[config.mk]
export PLATFORM = sky130hd
export DESIGN_NAME = bcd_down_counter
export DESIGN_NICKNAME = d
export VERILOG_FILES = /design/src/rtl/bcd_down_counter.sv
export SDC_FILE = /design/constraint.sdc
export NUM_CORES = 1
export LEC_CHECK = 0
export BUFFER_PORTS_ARGS = -buffer_cell sky130_fd_sc_hd__buf_2
export CAP_MARGIN = 0
export CORE_UTILIZATION = 28
export CTS_CLUSTER_SIZE = 28
export DETAILED_ROUTE_END_ITERATION = 16
export SLEW_MARGIN = 20
export SYNTH_ARGS = -nofsm -noshare
export SYNTH_HDL_FRONTEND = slang
export SYNTH_SLANG_ARGS = --single-unit
export TNS_END_PERCENT = 30
[constraint.sdc]
create_clock -name clk -period 2.7 [get_ports clk]
set_input_delay 0.54 -clock clk [delete_from_list [all_inputs] [get_ports clk]]
set_output_delay 0.54 -clock clk [all_outputs]
set_load 0.01 [all_outputs]
[src/rtl/bcd_down_counter.sv]
// Loadable packed-BCD down counter with per-digit borrow, terminal-count flag and load validation.
// Out/zero/done/load_err are all registered (one edge from load/enable); no backpressure, enable simply pauses.
module bcd_down_counter #(
    parameter int DIGITS = 4,
    parameter bit WRAP   = 1'b0
) (
    input  logic                  clk,
    input  logic                  reset,
    input  logic                  load,
    input  logic [4*DIGITS-1:0]   load_val,
    input  logic                  enable,
    output logic [4*DIGITS-1:0]   Out,
    output logic                  zero,
    output logic                  done,
    output logic                  load_err
);

    localparam int W = 4 * DIGITS;

    typedef enum logic [1:0] {
        IDLE = 2'd0,
        RUN  = 2'd1,
        DONE = 2'd2
    } state_t;

    state_t         state, state_nxt;
    logic [W-1:0]   out_nxt;
    logic [W-1:0]   dec_val;
    logic           zero_nxt;
    logic           done_nxt;
    logic           err_nxt;
    logic           load_ok;
    logic           borrow;

    // Per-digit decrement: a digit only borrows when every lower digit was 0.
    always_comb begin
        dec_val = Out;
        borrow  = 1'b1;
        load_ok = 1'b1;
        for (int i = 0; i < DIGITS; i++) begin
            if (borrow) begin
                dec_val[4*i +: 4] = (Out[4*i +: 4] == 4'd0) ? 4'd9 : Out[4*i +: 4] - 4'd1;
            end
            borrow = borrow && (Out[4*i +: 4] == 4'd0);
            if (load_val[4*i +: 4] > 4'd9) begin
                load_ok = 1'b0;
            end
        end
    end

    always_comb begin
        state_nxt = state;
        out_nxt   = Out;
        done_nxt  = 1'b0;
        err_nxt   = 1'b0;
        if (load) begin
            if (load_ok) begin
                out_nxt   = load_val;
                state_nxt = (load_val == '0) ? DONE : RUN;
            end else begin
                err_nxt = 1'b1;
            end
        end else if (enable && state == RUN) begin
            out_nxt = dec_val;
            // Wrapping from 0 yields all-9s, so only a real 1->0 step lands here.
            if (dec_val == '0) begin
                done_nxt  = 1'b1;
                state_nxt = WRAP ? RUN : DONE;
            end
        end
        zero_nxt = (out_nxt == '0);
    end

    always_ff @(posedge clk) begin
        if (reset) begin
            state    <= IDLE;
            Out      <= '0;
            zero     <= 1'b1;
            done     <= 1'b0;
            load_err <= 1'b0;
        end else begin
            state    <= state_nxt;
            Out      <= out_nxt;
            zero     <= zero_nxt;
            done     <= done_nxt;
            load_err <= err_nxt;
        end
    end

endmodule

==> flow_metrics.py, run 1 <==
metrics = {
    "route": {
        "antenna_left": 0,
        "first_iter_violations": 162,
        "wl_per_cell_um": 15.9,
        "routed_wl_um": 5010,
        "drc_errors": 0,
        "vias": 1741,
        "first_pass_iters": 4,
        "vias_per_cell": 5.53,
    },
    "place": {
        "gp_congestion": 0.906,
        "hpwl_um": 3760,
        "pre_cts_ws_ps": 192,
        "portBuffers": 38,
    },
    "timing": {
        "setup_viol": 0,
        "holdWs_ps": 515,
        "clock_skew_ps": 4.31,
        "post-route-period-util_pct": 93.2,
        "rsz0062_at_grt": "false",
        "drv_slew": 0,
        "finalHoldViolCount": 0,
        "layout_min_cycle_time_ps": 2520,
        "clock.fmax_mhz": 398,
        "worst_slack_ps": 185,
        "tightest_slew_ps": 426,
        "tns_ps": 0,
        "slew-limit-headroom_pct": 71.3,
    },
    "clocking": {
        "h-tree-depth": 1,
        "cts-resized-gates": 0,
        "ctsLongestPathBuffers": 2,
        "cts_setup_buffers": 0,
        "insertion_delay_ps": 260,
        "postCtsHoldBufs": 0,
        "numClockSinks": 21,
        "cts_root_buf": "clkbuf_8",
        "cts_tree": "yes",
        "cts_buffers": 3,
        "clk_pin_slew_ps": 80,
    },
    "floorplanning": {
        "rows": 26,
        "die-area_um2": 5770,
        "die_w_um": 76.0,
        "core-area_um2": 5170,
        "start_util_pct": 29.6,
        "pin_count": 39,
        "fp.dieH_um": 76.0,
    },
    "critical_path": {
        "worstPathRequired_ps": 2910,
        "path_class": "reg2reg",
        "cp-end-kind": "flop",
        "crit_path_start_kind": "flop",
        "crit_arrival_ps": 2720,
        "critPathMaxFanout": 7,
    },
    "min_path": {
        "min_path_type": "reg2reg",
    },
    "yosys": {
        "syn_area_per_cell_um2": 7.77,
        "synthArstFlopShare_pct": 0,
        "synth_top_cells_by_area": "dfxtp_1 (27%), nand2_1 (5.6%), mux2i_1 (4.6%)",
        "netlist_instances": 197,
        "yosys.cell_types.count": 47,
        "yosys_warnings": 0,
        "synth_common_cells": "nand2_1 (23), dfxtp_1 (21), nor2_1 (17), nor3_1 (12), nor4_1 (11)",
        "synth.largest_area_cell": "dfxtp_1",
        "syn_area_um2": 1530,
        "synth_ff_type": "dfxtp_1",
        "yosys_register_bits": 21,
        "synth_edf_count": 0,
        "synth_fp_nets": 217,
        "yosysMostFrequentCell": "nand2_1",
        "ys_seq_area_share_pct": 27.5,
        "netlist.area_leader.share_pct": 27.5,
    },
    "finish": {
        "drive_above_1_share_pct": 30.2,
        "area_growth_pct": 26.9,
        "antennaDiodeCount": 0,
        "fillers": 561,
        "fin_util_pct": 37.6,
        "fin_nets": 266,
    },
    "pwr": {
        "power_frac_seq_pct": 42.4,
        "comb_power_share_pct": 31.2,
        "p_int_uw": 542,
        "p_leak_uw": 0.000813,
        "clkPwrFrac_pct": 26.4,
        "swShare_pct": 33.4,
        "p_per_area_nw_per_um2": 419,
        "irDropWorstVdd_uv": 177,
        "p_sw_uw": 272,
    },
    "grt": {
        "grt_usage_pct": 17.9,
        "antenna_found_initial": 0,
        "overflow": 0,
        "grt_pass1_wl_um": 8140,
        "grt_max_degree": 22,
        "grt_pass1_vias": 1585,
    },
    "outcome": {
        "status": "finished, final reports clean",
    },
    "flow_run": {
        "maxCapViolCount": 0,
    },
}
==> kinds of logic after synthesis <==
group	share of synthesized area, %
and+or+nand+nor	33.5
AOI/OAI and AO/OA	22.2
DFF	27.5
buffers and inverters	5.47
muxes	8.50
xor gates and xnor gates	2.86
==> power groups by stage <==
stage	sequential, uW	combinational (uW)	clock (uW)
floorplan	358	145	0
global placement	353	250	0
detailed placement	352	250	0
CTS	345	253	226
global route	349	275	240
finish	345	254	215
==> registers in the layout, summed over array words and instances, names as in the netlist <==
register	count
Out	16
state	2
done	1
load_err	1
zero	1
==> path summary, 6_finish.rpt <==
kind,from,end,slack (ps),cells past startpoint
max,Out[2],zero,180,6
min,state[1],state[1],510,2
max reg2reg,Out[2],zero,180,6
min reg2reg,state[1],state[1],510,2
==> worst max-delay path, cell delays in order, from the launching register on <==
cell	delay, ps
dfxtp_1	380
or4_4	580
o41a_1	420
a2111oi_2	380
o2111ai_1	160
a2111oi_2	340
a41o_1	210
==> metal layers <==
metal | up-vias | GRT usage, % | part of all wire, %
met3 | 12 | 3.25 | 7.1
met5 | - | 0 | 0
met2 | 80 | 28.4 | 46
met1 | 801 | 23.6 | 45
li1 | 848 | - | -
met4 | 0 | 7.50 | 2.3
==> cells in the final DEF (no fill, tap or decap), drive strengths merged, types with 6 or more instances in the layout <==
cell	synthesis	final
buf	5	58
nand2	23	23
dfxtp	21	21
nor2	17	17
nor3	12	12
nor4	11	11
nor2b	7	7
mux2i	7	7
inv	6	6
a211oi	6	6
==> stage by stage <==
step | cells | power (uW) | instance area (um2)
6_report | 315 | 814 | 1940
4_1_cts | 315 | 824 | 1940
5_1_grt | 315 | 864 | 1940
3_3_place_gp | 311 | 603 | 1900
2_1_floorplan | 197 | 502 | 1530
3_5_place_dp | 311 | 603 | 1900
==> final cells by class <==
cell class	count	area, um2	share of cell area, %
Timing Repair Buffer	58	340	17.5
Tap cell	70	87.6	4.51
Sequential cell	21	420	21.6
Multi-Input combinational cell	156	1030	52.9
Clock buffer	4	45.0	2.32
Inverter	6	22.5	1.16
Power figures use the tool's default switching activity.
==> run 2, diff against run 1 <==
--- a/config.mk
+++ b/config.mk
@@ -5,6 +5,7 @@
 export SDC_FILE = /design/constraint.sdc
 export NUM_CORES = 1
 export LEC_CHECK = 0
+export ABC_AREA = 1
 export BUFFER_PORTS_ARGS = -buffer_cell sky130_fd_sc_hd__buf_2
 export CAP_MARGIN = 0
 export CORE_UTILIZATION = 28
==> run 2 against run 1 <==
Sequential cell count unchanged. Utilization down 3.2 points. Synthesized area up 13%. Cell count up 34%. Critical path depth up 7. Power up 7.9%. Clock skew up 2.7 ps. Non-clock buffer count down 18. Register-to-register slack better by 560 ps. Critical path type is now in2reg.
==> flow_metrics.py, run 2 <==
metrics = {
    "timing": {
        "clock_skew_ps": 6.97,
        "tns_ps": 0,
        "slew-limit-headroom_pct": 71.6,
        "drv_slew": 0,
        "clock.fmax_mhz": 507,
        "post-route-period-util_pct": 73.0,
        "tightest_slew_ps": 425,
        "layout_min_cycle_time_ps": 1970,
        "finalHoldViolCount": 0,
        "setup_viol": 0,
        "rsz0062_at_grt": "false",
    },
    "outcome": {
        "status": "finished, final reports clean",
    },
    "clocking": {
        "clk_pin_slew_ps": 80,
        "cts_root_buf": "clkbuf_8",
        "cts_tree": "yes",
        "cts_buffers": 3,
        "cts-resized-gates": 0,
        "insertion_delay_ps": 270,
        "numClockSinks": 21,
        "cts_setup_buffers": 0,
        "ctsLongestPathBuffers": 2,
        "postCtsHoldBufs": 0,
        "h-tree-depth": 1,
    },
    "finish": {
        "largest_register": "Out",
        "register_area_um2": 420,
        "area_growth_pct": 17.6,
        "fin_util_pct": 34.3,
        "final_cell_mix": "nand2_1 (112), inv_1 (38), buf_2 (38)",
        "fillers": 700,
        "multi_input_comb_area_um2": 1120,
        "largest_reg_flops": 16,
        "antennaDiodeCount": 0,
        "final_common_cell": "nand2_1",
        "reg_top3": "Out (16), state (2)",
        "fin_nets": 369,
        "drive_above_1_share_pct": 17.8,
    },
    "critical_path": {
        "reg2regPathDepth": 13,
        "cp-end-kind": "flop",
        "path_class": "in2reg",
        "worstPathRequired_ps": 2850,
        "worstReg2RegStart": "Out[0]",
        "critPathMaxFanout": 18,
        "crit_path_start_kind": "primary input",
        "rrSetupSlack_ps": 740,
        "crit_arrival_ps": 2130,
        "reg2reg_to": "zero",
    },
    "min_path": {
        "min_from": "state[1]",
        "holdPathStages": 2,
        "min_path_type": "reg2reg",
        "hold_end": "state[1]",
    },
    "yosys": {
        "syn_area_um2": 1740,
        "synth_ff_type": "dfxtp_1",
        "netlist_instances": 311,
        "synth_common_cells": "nand2_1 (112), inv_1 (38), nand3_1 (35), nor2_1 (25), a21oi_1 (24)",
        "synth_edf_count": 0,
        "netlist.area_leader.share_pct": 24.2,
        "synth.largest_area_cell": "dfxtp_1",
        "ys_seq_area_share_pct": 24.2,
        "yosys.cell_types.count": 28,
        "syn_area_per_cell_um2": 5.59,
        "synthArstFlopShare_pct": 0,
        "yosysMostFrequentCell": "nand2_1",
        "synth_fp_nets": 331,
        "yosys_register_bits": 21,
        "synth_top_cells_by_area": "dfxtp_1 (24%), nand2_1 (24%), nand3_1 (10%)",
        "yosys_warnings": 0,
    },
    "floorplanning": {
        "rows": 28,
        "die_w_um": 80.8,
        "pin_count": 39,
        "die-area_um2": 6530,
        "fp.dieH_um": 80.8,
        "start_util_pct": 29.2,
        "core-area_um2": 5960,
    },
    "pwr": {
        "p_per_area_nw_per_um2": 430,
        "p_leak_uw": 0.00108,
        "irDropWorstVdd_uv": 220,
    },
    "grt": {
        "busiest_layer": "met2",
        "grt_pass1_wl_um": 8470,
        "grt_max_degree": 27,
        "grt_usage_pct": 16.6,
        "overflow": 0,
        "grtUsageMet3_pct": 1.91,
        "grt_util_met2_pct": 28.3,
        "grtUsageMet1_pct": 22.4,
        "antenna_found_initial": 0,
        "grt_pass1_vias": 1829,
    },
    "route": {
        "vias_per_cell": 4.76,
        "drc_errors": 0,
        "routed_wl_um": 5200,
        "first_pass_iters": 4,
        "first_iter_violations": 119,
        "wl_per_cell_um": 12.3,
        "antenna_left": 0,
        "vias": 2012,
    },
    "place": {
        "gp_congestion": 0.881,
        "portBuffers": 38,
        "hpwl_um": 4110,
    },
    "flow_run": {
        "maxCapViolCount": 0,
    },
}
run 2: cell count changes after synthesis, sizes merged, moves of 7 or more:
| cell | change |
|---|---|
| a21oi | +21 |
| nor4 | -10 |
| nor3 | -8 |
| nand2 | +93 |
| mux2i | -7 |
| nor2b | -7 |
| nand3 | +34 |
| o21ai | +13 |
| inv | +33 |
| nor2 | +14 |
run 2: metal layers:
| layer | vias to the layer above | wire length [um] |
|---|---|---|
| li1 | 1071 | - |
| met1 | 888 | 2520 |
| met2 | 49 | 2370 |
| met3 | 4 | 266 |
| met4 | 0 | 49 |
| met5 | - | 0 |
run 2: final cells by class:
cell class | count | area share, %
multi-input combinational | 242 | 55.0
tap | 75 | 4.59
timing repair buffer | 40 | 10.0
clock buffer | 3 | 2.02
sequential | 21 | 20.6
clock inverter | 1 | 0.245
inverter | 41 | 7.53
run 2: worst max-delay path, stage by stage:
cell     delay [ps]
buf_2           120
o21ai_1         250
nand2_1         140
nor2_4          340
nand2_1         150
inv_1           160
nand2_1          70
nand3_1         110
nor2_1           50
nand2_1          50
nor2_1           40
nand2_1          60
nand2_1          40
run 2: worst max path at each step:
stage | start | end | slack, ps | cells after the start
final | load_val[9] | zero | 730 | 13
after CTS | Out[0] | zero | 740 | 13
after global placement | load_val[9] | zero | 550 | 13
after global routing | Out[0] | zero | 490 | 13
after detailed placement | load_val[9] | zero | 470 | 13
after floorplan | load | state[0] | 920 | 10
run 2: stage by stage:
stage / cell area [um2] / hold slack, ps / power, uW / worst slack (ps) / instances
detailed placement: 2000 / 499 / 667 / 470 / 419
CTS: 2040 / 510 / 881 / 741 / 423
floorplan: 1740 / 471 / 586 / 922 / 311
global route: 2040 / 538 / 939 / 489 / 423
finish: 2040 / 510 / 879 / 729 / 423
global placement: 2000 / 487 / 666 / 553 / 419
run 2: logic make-up after synthesis:
group | count (synthesis) | synth area share [%]
buf+inv | 48 | 11.1
simple gates | 194 | 49.4
flops | 21 | 24.2
compound gates | 48 | 15.3
run 2: where the power goes:
part | switching (uW) | total [uW] | internal [uW] | leakage [uW]
clock | 115 | 218 | 103 | 0.0000255
sequential | 18.3 | 345 | 326 | 0.000171
combinational | 209 | 316 | 107 | 0.000888
==> run 3, diff against run 2 <==
--- a/config.mk
+++ b/config.mk
@@ -5,7 +5,7 @@
 export SDC_FILE = /design/constraint.sdc
 export NUM_CORES = 1
 export LEC_CHECK = 0
-export ABC_AREA = 1
+export ABC_AREA = 0
 export BUFFER_PORTS_ARGS = -buffer_cell sky130_fd_sc_hd__buf_2
 export CAP_MARGIN = 0
 export CORE_UTILIZATION = 28
==> constraint.sdc (replaced) <==
create_clock -name clk -period 1.6 [get_ports clk]
set_input_delay 0.32 -clock clk [delete_from_list [all_inputs] [get_ports clk]]
set_output_delay 0.32 -clock clk [all_outputs]
set_load 0.01 [all_outputs]
==> run 3 against run 2 <==
The flow now finishes with violations (setup timing). Hold slack lost 55 ps. First-iteration DRC count up 6.7%. Power increased by 80%. Sequential share of layout area down 3.8 points. Combinational power rose by 100%. Cell count down 12%. Clock skew shrank 3.6 ps. Non-clock buffer count rose by 76. Critical path depth shrank 7. Critical endpoint unchanged. Largest cell class unchanged. Largest power group is now combinational cells. Highest routed layer unchanged.
==> flow_metrics.py, run 3 (synthesis results as in run 1) <==
metrics = {
    "critical_path": {
        "worstPathRequired_ps": 1770,
        "cp-end-kind": "flop",
        "crit_path_start_kind": "flop",
        "crit_arrival_ps": 2460,
        "path_class": "reg2reg",
        "critPathMaxFanout": 5,
    },
    "grt": {
        "antenna_found_initial": 0,
        "grt_pass1_vias": 1895,
        "grt_usage_pct": 20.2,
        "overflow": 0,
        "grt_pass1_wl_um": 9350,
        "grt_max_degree": 25,
    },
    "finish": {
        "design_area_um2": 2530,
        "antennaDiodeCount": 0,
        "final_cell_mix": "buf_4 (74), buf_2 (38), nand2_1 (23)",
        "fillers": 493,
        "final_common_cell": "buf_4",
        "fin_nets": 324,
        "largest_register": "Out",
        "largest_reg_flops": 16,
        "area_growth_pct": 65.0,
        "drive_above_1_share_pct": 49.2,
        "fin_util_pct": 48.9,
        "reg_top3": "Out (16), state (2)",
    },
    "timing": {
        "clock.fmax_mhz": 437,
        "finalHoldViolCount": 0,
        "setup_viol": 14,
        "holdWs_ps": 455,
        "post-route-period-util_pct": 143,
        "layout_min_cycle_time_ps": 2290,
        "rsz0062_at_grt": "true",
        "drv_slew": 0,
        "tightest_slew_ps": 439,
        "slew-limit-headroom_pct": 70.7,
        "worst_slack_ps": -688,
        "clock_skew_ps": 3.40,
    },
    "outcome": {
        "status": "complete, but fails checks",
        "violations": "setup timing",
    },
    "place": {
        "pre_cts_ws_ps": -677,
        "portBuffers": 38,
        "gp_congestion": 0.921,
        "hpwl_um": 4500,
        "place_area_um2": 2340,
    },
    "flow_run": {
        "maxCapViolCount": 0,
    },
    "pwr": {
        "total_power_uw": 1580,
        "p_per_area_nw_per_um2": 626,
        "irDropWorstVdd_uv": 355,
        "p_leak_uw": 0.00113,
    },
    "min_path": {
        "min_path_type": "in2reg",
    },
    "clocking": {
        "insertion_delay_ps": 270,
        "numClockSinks": 21,
        "ctsLongestPathBuffers": 2,
        "clk_pin_slew_ps": 80,
        "cts_root_buf": "clkbuf_8",
        "h-tree-depth": 1,
        "cts_tree": "yes",
        "cts_buffers": 3,
    },
    "route": {
        "wl_per_cell_um": 15.4,
        "routed_wl_um": 5750,
        "vias_per_cell": 5.31,
        "antenna_left": 0,
        "first_pass_iters": 4,
        "first_iter_violations": 127,
        "vias": 1980,
        "drc_errors": 0,
    },
    "floorplanning": {
        "start_util_pct": 29.6,
        "core-area_um2": 5170,
        "die_w_um": 76.0,
        "pin_count": 39,
        "rows": 26,
        "die-area_um2": 5770,
        "fp.dieH_um": 76.0,
    },
}
run 3: cell types whose count changed in the layout (fill, tap and decap cells not counted), moves of 9 or more:
| cell | before | now |
|---|---|---|
| nand2_1 | 112 | 23 |
| o21ai_0 | 14 | 4 |
| a21oi_1 | 24 | 4 |
| inv_1 | 38 | 6 |
| nand3_1 | 35 | 3 |
| buf_4 | 2 | 74 |
| nor2_1 | 25 | 16 |
run 3: where the power goes:
| part | switching [uW] | internal (uW) |
|---|---|---|
| Combinational | 322 | 319 |
| Clock | 199 | 174 |
| Sequential | 17.5 | 551 |
| Total | 539 | 1040 |
run 3: per-stage QoR:
step | instances | setup TNS, ps
6_report | 373 | -6040
5_1_grt | 373 | -7050
4_1_cts | 373 | -6010
3_5_place_dp | 367 | -6920
3_3_place_gp | 367 | -6580
2_1_floorplan | 197 | -5350
run 3: area by class of cell:
| type | instances | area (um2) | share of cell area [%] |
|---|---|---|---|
| Clock buffer | 3 | 41.3 | 1.63 |
| Timing Repair Buffer | 116 | 791 | 31.3 |
| Tap cell | 70 | 87.6 | 3.47 |
| Clock inverter | 1 | 5.00 | 0.198 |
| Multi-Input combinational cell | 156 | 1160 | 45.8 |
| Inverter | 6 | 22.5 | 0.891 |
| Sequential cell | 21 | 423 | 16.7 |
run 3: worst max-delay path, stage by stage, from the launching register on:
cell       delay [ps]
dfxtp_1           320
or4_4             550
or4_4             490
or3_1             400
o2111ai_1         130
a2111oi_2          60
a41o_1            240
run 3: path summary, 6_finish.rpt:
kind                              startpoint  endpoint  slack, ps  depth (start not counted)
worst max register to register        Out[6]      zero       -690                          6
worst min-delay path            load_val[11]   Out[11]        450                          4
worst min register to register      state[1]  state[1]        570                          2
worst max-delay path                  Out[6]      zero       -690                          6
run 3: repair_timing:
item,4_1_cts,5_1_grt
endpoints found under the setup margin,14,18
buffers inserted,3,0
gates resized for setup,16,7
pin swaps,11,4
hold buffers,0,0
run 3: routing by layer:
layer  up-vias  share of wire, %  track usage [%]  routed length, um
met5         -                 0                0                  0
met4         0               3.3             9.04                191
met3        13               2.9             2.29                169
met2        52                47             33.5               2700
met1       951                47             26.3               2690
li1        964                 -                -                  -
